### src/rtl/collenda_mem_copy_master_if.sv
// Avalon-MM bus between the copy master and an on-chip memory slave port.
// The master modport is the initiator side and the slave modport is the memory side.
interface collenda_mem_copy_master_if #(
  parameter int ADDR_W = 10,
  parameter int DATA_W = 32
) ();
  logic [ADDR_W-1:0]   avm_address;
  logic [DATA_W/8-1:0] avm_byteenable;
  logic                avm_read;
  logic                avm_write;
  logic [DATA_W-1:0]   avm_writedata;
  logic [DATA_W-1:0]   avm_readdata;
  logic                avm_readdatavalid;
  logic                avm_waitrequest;

  modport master (
    output avm_address, avm_byteenable, avm_read, avm_write, avm_writedata,
    input  avm_readdata, avm_readdatavalid, avm_waitrequest
  );

  modport slave (
    input  avm_address, avm_byteenable, avm_read, avm_write, avm_writedata,
    output avm_readdata, avm_readdatavalid, avm_waitrequest
  );
endinterface

### src/rtl/collenda_mem_copy_master.sv
// Avalon-MM copy master: reads one word and writes it back, repeated for each word of a block.
// Optional running checksum of the copied words is enabled with COPY_MASTER_CHECKSUM_EN.
module collenda_mem_copy_master #(
  parameter int ADDR_W = 10,
  parameter int DATA_W = 32,
  parameter int LEN_W  = 11
) (
  input  logic              clk,
  input  logic              reset_n,
  input  logic              start,
  input  logic [ADDR_W-1:0] src_addr,
  input  logic [ADDR_W-1:0] dst_addr,
  input  logic [LEN_W-1:0]  length,
  output logic              busy,
  output logic              done,
  output logic [LEN_W-1:0]  words_left,
`ifdef COPY_MASTER_CHECKSUM_EN
  output logic [DATA_W-1:0] checksum,
`endif
  output logic [2:0]        dbg_state,
  collenda_mem_copy_master_if.master avm
);

  typedef enum logic [2:0] {
    IDLE    = 3'd0,
    RD_REQ  = 3'd1,
    RD_WAIT = 3'd2,
    WR_REQ  = 3'd3,
    FINISH  = 3'd4
  } state_t;

  state_t            state_q, state_d;
  logic [ADDR_W-1:0] src_q, dst_q;
  logic [LEN_W-1:0]  left_q;
  logic [DATA_W-1:0] wdata_q;
  logic              accept, capture, wr_acc;

  // Handshake: a request (avm_read or avm_write) is accepted in a cycle where it is
  // high and avm_waitrequest is low; until then request, address and writedata are held.
  always_comb begin
    state_d = state_q;
    accept  = 1'b0;
    capture = 1'b0;
    wr_acc  = 1'b0;
    case (state_q)
      IDLE: begin
        if (start) begin
          accept  = 1'b1;
          state_d = (length == '0) ? FINISH : RD_REQ;
        end
      end
      RD_REQ: begin
        if (!avm.avm_waitrequest) begin
          // Zero-latency slaves may return data in the acceptance cycle itself.
          if (avm.avm_readdatavalid) begin
            capture = 1'b1;
            state_d = WR_REQ;
          end else begin
            state_d = RD_WAIT;
          end
        end
      end
      RD_WAIT: begin
        if (avm.avm_readdatavalid) begin
          capture = 1'b1;
          state_d = WR_REQ;
        end
      end
      WR_REQ: begin
        if (!avm.avm_waitrequest) begin
          wr_acc  = 1'b1;
          state_d = (left_q == LEN_W'(1)) ? FINISH : RD_REQ;
        end
      end
      FINISH:  state_d = IDLE;
      default: state_d = IDLE;
    endcase
  end

  always_ff @(posedge clk or negedge reset_n) begin
    if (!reset_n) begin
      state_q <= IDLE;
      src_q   <= '0;
      dst_q   <= '0;
      left_q  <= '0;
      wdata_q <= '0;
    end else begin
      state_q <= state_d;
      if (accept) begin
        src_q  <= src_addr;
        dst_q  <= dst_addr;
        left_q <= length;
      end
      if (capture) wdata_q <= avm.avm_readdata;
      if (wr_acc) begin
        src_q  <= src_q + ADDR_W'(1);
        dst_q  <= dst_q + ADDR_W'(1);
        left_q <= left_q - LEN_W'(1);
      end
    end
  end

`ifdef COPY_MASTER_CHECKSUM_EN
  logic [DATA_W-1:0] csum_q;

  always_ff @(posedge clk or negedge reset_n) begin
    if (!reset_n) begin
      csum_q <= '0;
    end else if (accept) begin
      csum_q <= '0;
    end else if (capture) begin
      csum_q <= csum_q + avm.avm_readdata;
    end
  end

  assign checksum = csum_q;
`endif

  assign busy       = (state_q != IDLE);
  assign done       = (state_q == FINISH);
  assign words_left = left_q;
  assign dbg_state  = state_q;

  assign avm.avm_read       = (state_q == RD_REQ);
  assign avm.avm_write      = (state_q == WR_REQ);
  assign avm.avm_byteenable = '1;
  assign avm.avm_writedata  = wdata_q;
  always_comb begin
    avm.avm_address = '0;
    if (state_q == RD_REQ) avm.avm_address = src_q;
    if (state_q == WR_REQ) avm.avm_address = dst_q;
  end

endmodule

### src/flat_wrapper.sv
// flat-port wrapper written by rule: the top's interface ports become plain ports
module collenda_mem_copy_master_flat 
#(
  parameter int ADDR_W = 10,
  parameter int DATA_W = 32,
  parameter int LEN_W  = 11
)
  (clk, reset_n, start, src_addr, dst_addr, length, busy, done, words_left, dbg_state, avm_avm_address, avm_avm_byteenable, avm_avm_read, avm_avm_write, avm_avm_writedata, avm_avm_readdata, avm_avm_readdatavalid, avm_avm_waitrequest);
  collenda_mem_copy_master_if #(.ADDR_W(ADDR_W), .DATA_W(DATA_W)) avm_i ();
  input  logic clk;
  input  logic reset_n;
  input  logic start;
  input  logic [ADDR_W-1:0] src_addr;
  input  logic [ADDR_W-1:0] dst_addr;
  input  logic [LEN_W-1:0] length;
  output logic busy;
  output logic done;
  output logic [LEN_W-1:0] words_left;
  output logic [2:0] dbg_state;
  output wire logic [$bits(avm_i.avm_address)-1:0] avm_avm_address;
  output wire logic [$bits(avm_i.avm_byteenable)-1:0] avm_avm_byteenable;
  output wire logic [$bits(avm_i.avm_read)-1:0] avm_avm_read;
  output wire logic [$bits(avm_i.avm_write)-1:0] avm_avm_write;
  output wire logic [$bits(avm_i.avm_writedata)-1:0] avm_avm_writedata;
  input wire logic [$bits(avm_i.avm_readdata)-1:0] avm_avm_readdata;
  input wire logic [$bits(avm_i.avm_readdatavalid)-1:0] avm_avm_readdatavalid;
  input wire logic [$bits(avm_i.avm_waitrequest)-1:0] avm_avm_waitrequest;
  assign avm_avm_address = avm_i.avm_address;
  assign avm_avm_byteenable = avm_i.avm_byteenable;
  assign avm_avm_read = avm_i.avm_read;
  assign avm_avm_write = avm_i.avm_write;
  assign avm_avm_writedata = avm_i.avm_writedata;
  assign avm_i.avm_readdata = avm_avm_readdata;
  assign avm_i.avm_readdatavalid = avm_avm_readdatavalid;
  assign avm_i.avm_waitrequest = avm_avm_waitrequest;
  collenda_mem_copy_master #(.ADDR_W(ADDR_W), .DATA_W(DATA_W), .LEN_W(LEN_W)) u_core (.clk(clk), .reset_n(reset_n), .start(start), .src_addr(src_addr), .dst_addr(dst_addr), .length(length), .busy(busy), .done(done), .words_left(words_left), .dbg_state(dbg_state), .avm(avm_i));
endmodule
### config.mk
export PLATFORM = sky130hd
export DESIGN_NAME = collenda_mem_copy_master_flat
export DESIGN_NICKNAME = d
export VERILOG_FILES = /design/src/rtl/collenda_mem_copy_master_if.sv /design/src/rtl/collenda_mem_copy_master.sv /design/src/flat_wrapper.sv
export SDC_FILE = /design/constraint.sdc
export NUM_CORES = 1
export LEC_CHECK = 0
export ABC_AREA = 0
export ABC_CLOCK_PERIOD_IN_PS = 1800
export BUFFER_PORTS_ARGS = -buffer_cell sky130_fd_sc_hd__buf_4
export CAP_MARGIN = 15
export CORE_ASPECT_RATIO = 1.1
export CORE_MARGIN = 2
export CORE_UTILIZATION = 44
export CTS_CLUSTER_DIAMETER = 40
export CTS_CLUSTER_SIZE = 10
export DETAILED_ROUTE_END_ITERATION = 6
export GPL_TIMING_DRIVEN = 0
export PLACE_DENSITY_LB_ADDON = 0.12
export SYNTH_ARGS = -nofsm -noshare
export SYNTH_HDL_FRONTEND = slang
export SYNTH_SLANG_ARGS = --single-unit
### constraint.sdc
create_clock -name clk -period 1.8 [get_ports clk]
set_input_delay 0.09 -clock clk [delete_from_list [all_inputs] [get_ports clk]]
set_output_delay 0.09 -clock clk [all_outputs]
set_load 0.005 [all_outputs]
==> reports/summary.md <==
### Status
- **outcome** complete, but fails checks
- **violations in the final reports** setup timing

### Power and ir drop
- **total power** 8.43 mW
- **static leakage** 2.54 nW
- **pwr dens** 1530 nW/um2
- **Worst VDD drop** 981 uV

### Critical path
- **Critical Path Source Type** flip-flop
- **Worst EP required** 2.01 ns
- **Top Family by Delay on Critical Path** simple AND/OR/NAND/NOR gates
- **worst path buffer plus inverter count** 0
- **endpoint of the worst-slack reg-to-reg timing path** u_core.dbg_state[0]
- **arrival time of the worst setup path** 2.03 ns
- **cells on worst reg2reg path** 4
- **launching point of the worst reg2reg path** u_core.words_left[4]
- **biggest fanout along the worst timing path** 5
- **critical-path cell with the highest stage delay** sky130_fd_sc_hd__or4_4
- **category of the worst setup path capture point** flip-flop
- **cell chain of the critical path** or4_4 -> or3_4 -> o31ai_4 -> o311ai_1
- **register-to-register setup slack** -0.02 ns
- **worst setup path class** flip-flop to flip-flop
- **Crit path largest cell delay** 0.58 ns

### Cells and area
- **final standard cell utilization of the core** 0.744
- **sequential cell area** 1660 um2
- **filler cell count** 490
- **Non-Filler Cell Area, Final** 5500 um2
- **layout-stage area growth over the synthesis result** 65.1%
- **number of antenna repair diodes** 0
- **share of final-layout standard cells stronger than drive strength 1** 0.460
- **multi-input gate area in the final layout** 1640 um2
- **Total Nets Final** 601

### Synthesis
- **Netlist cell types** 52
- **area of the mapped netlist** 3330 um2
- **proportion of netlist area held by the largest area contributor** 0.495
- **cell type with the largest total area after synthesis** sky130_fd_sc_hd__dfrtp_1
- **Primary FF master, synth** sky130_fd_sc_hd__dfrtp_1
- **Synth area leaders** sky130_fd_sc_hd__dfrtp_1 (50%), sky130_fd_sc_hd__mux2_2 (11%), sky130_fd_sc_hd__nand2_1 (3.9%), sky130_fd_sc_hd__a22o_1 (2.6%), sky130_fd_sc_hd__o211ai_1 (2.0%)
- **flip-flop and latch count after synthesis** 66
- **library cell with the highest instance count after synthesis** sky130_fd_sc_hd__dfrtp_1
- **synth cell count leaders** sky130_fd_sc_hd__dfrtp_1 (66), sky130_fd_sc_hd__nand2_1 (35), sky130_fd_sc_hd__mux2_2 (33)
- **number of flops mapped to enable cells by yosys** 0
- **fraction of registers with async set or reset after synthesis** 1.00
- **warning count from the yosys run** 0
- **proportion of synthesized chip area in sequential cells** 0.495
- **gate count after technology mapping** 313
- **post-synthesis average cell area** 10.6 um2

### STA
- **remaining max-slew budget at the tightest pin** 0.440
- **total negative slack** -0.0218 ns
- **fin. max-slew vios** 0
- **minimum clock period after layout** 1.82 ns
- **setup repair after global routing missed its margin** true
- **portion of the clock cycle consumed by the worst path in the final layout** 1.01
- **endpoints failing setup** 3
- **maximum clock rate** 0.550 GHz
- **Worst-Margin Slew** 0.840 ns
- **Layout Skew** 0.00801 ns
- **setup ws final** -0.0189 ns
- **final hold violation count** 0
- **hold_ws** 0.0171 ns

### Global route
- **number of global-route vias before repair** 3190
- **largest net degree at the start of global routing** 67
- **aggregate global routing overflow** 0
- **GR Util All Layers** 0.250
- **global-route wire length before repair** 15800 um
- **initial antenna violation count** 0

### Die
- **vertical extent of the die** 95.3 um
- **Std-Cell Core Area** 7390 um2
- **starting utilization of the core area** 0.451
- **Boundary Pins** 132
- **# rows** 33
- **Die Footprint** 8290 um2
- **die width** 87.0 um

### Clock tree
- **clock latency at the later pin of the worst-skew pair** 0.35 ns
- **Num CTS Buffers** 9
- **CTS tree** yes
- **deepest level of the CTS H-tree** 3
- **master cell of the clock root buffer** sky130_fd_sc_hd__clkbuf_8
- **clock-pin slew on the worst setup and hold paths** 0.07 ns
- **clock tree buffer depth** 2
- **number of sinks handled by clock tree synthesis** 66

### Detailed routing
- **routed via count** 3427
- **DR DRC count** 0
- **DRT Wirelength** 10800 um
- **routed length per instance** 17.4 um
- **antenna viol nets, final** 0
- **DRC marker count from the first detailed-route iteration** 143
- **first-pass detailed-route iteration total** 4
- **via density per instance** 5.53

### Placement
- **last weighted congestion value of the routability-driven placer** 0.811
- **total half-perimeter wirelength after legalization and detailed placement** 6610 um
- **post-placement cell area** 4410 um2
- **number of port buffers** 127

### Min path
- **number of cells on the worst hold path** 3
- **classification of the worst-slack hold path** primary input to flip-flop
- **startpoint of the lowest-slack hold path** dst_addr[0]
- **endpoint of the worst hold-timing path** u_core.dst_q[0]

### Flow run
- **total of max-cap violations** 0

worst register-to-register path: stages, from the launching register on:
cell	delay, ns
sky130_fd_sc_hd__dfrtp_2	0.42
sky130_fd_sc_hd__or4_4	0.58
sky130_fd_sc_hd__or3_4	0.39
sky130_fd_sc_hd__o31ai_4	0.18
sky130_fd_sc_hd__o311ai_1	0.12
flip-flops by register name, indices dropped and copies added (netlist names):
name and count:
u_core.src_q 10, u_core.dst_q 10, u_core.dbg_state 3, u_core.avm.avm_writedata 32, u_core.words_left 11
metal layers:
| layer | part of all wire | GRT usage | vias up |
|---|---|---|---|
| li1 | - | - | 1591 |
| met1 | 0.40 | 0.322 | 1668 |
| met2 | 0.51 | 0.419 | 154 |
| met3 | 0.077 | 0.0545 | 14 |
| met4 | 0.014 | 0.0781 | 0 |
| met5 | 0 | 0 | - |
cell families (layout without fill, tap and decap cells):
family          after synthesis  count (layout)  synth area share
other cells                   1               4           0.00113
mux                          33              33             0.111
buf+inv                      29             246            0.0428
flops                        66              66             0.495
simple gates                109             109             0.179
fa+ha+maj                     4               4            0.0150
compound gates               71              71             0.155
final cells by class:
class | count | share of cell area
Buffer | 21 | 0.0343
Clock buffer | 12 | 0.0282
Clock inverter | 3 | 0.00273
Inverter | 7 | 0.00478
Multi-Input combinational cell | 221 | 0.299
Sequential cell | 66 | 0.301
Tap cell | 87 | 0.0198
Timing Repair Buffer | 203 | 0.311
layout by cell type (no fill, tap or decap), types with 4 or more instances in the layout:
cell type and instances:
sky130_fd_sc_hd__a21oi_1 11, sky130_fd_sc_hd__mux2_2 33, sky130_fd_sc_hd__dlygate4sd3_1 52, sky130_fd_sc_hd__nor4_1 7
sky130_fd_sc_hd__nor2_1 14, sky130_fd_sc_hd__o22ai_1 5, sky130_fd_sc_hd__o21ai_0 7, sky130_fd_sc_hd__buf_2 5
sky130_fd_sc_hd__nand2_1 34, sky130_fd_sc_hd__inv_1 7, sky130_fd_sc_hd__ha_1 4, sky130_fd_sc_hd__dfrtp_1 63
sky130_fd_sc_hd__nor3_1 9, sky130_fd_sc_hd__conb_1 4, sky130_fd_sc_hd__nand3_1 10, sky130_fd_sc_hd__a221o_1 4
sky130_fd_sc_hd__clkbuf_8 11, sky130_fd_sc_hd__o211ai_1 9, sky130_fd_sc_hd__a211oi_1 4, sky130_fd_sc_hd__buf_6 8
sky130_fd_sc_hd__buf_4 151, sky130_fd_sc_hd__a22o_1 10
how the worst max path moves through the flow:
stage	start	end	slack, ns	cells after the start
6_report	u_core.words_left[4]	u_core.dbg_state[0]	-0.02	4
5_1_grt	u_core.words_left[4]	u_core.dbg_state[0]	-0.06	4
4_1_cts	u_core.words_left[5]	u_core.dbg_state[0]	-0.03	4
3_5_place_dp	u_core.dbg_state[1]	u_core.dst_q[6]	-0.23	6
3_3_place_gp	u_core.dbg_state[1]	u_core.words_left[8]	-0.20	5
2_1_floorplan	u_core.words_left[5]	u_core.dbg_state[0]	0.04	4
what timing repair did:
action / in CTS / in global routing
gates cloned: 2 / 3
buffers inserted: 14 / 5
hold buffers: 52 / 0
pin swaps: 5 / 15
setup endpoints to repair: 72 / 55
resized for setup: 32 / 32
hold endpoints to repair: 117 / 0
power breakdown:
part           internal [mW]  switching (mW)
combinational           2.58            1.87
clock                  0.561           0.569
sequential              2.22           0.636
stage by stage:
step / setup WS, ns / std cells
after floorplan: 0.0354 / 316
after global placement: -0.202 / 530
after detailed placement: -0.226 / 530
after CTS: -0.0272 / 613
after global routing: -0.0645 / 620
final: -0.0189 / 620
(Power assumes the default switching activity.)
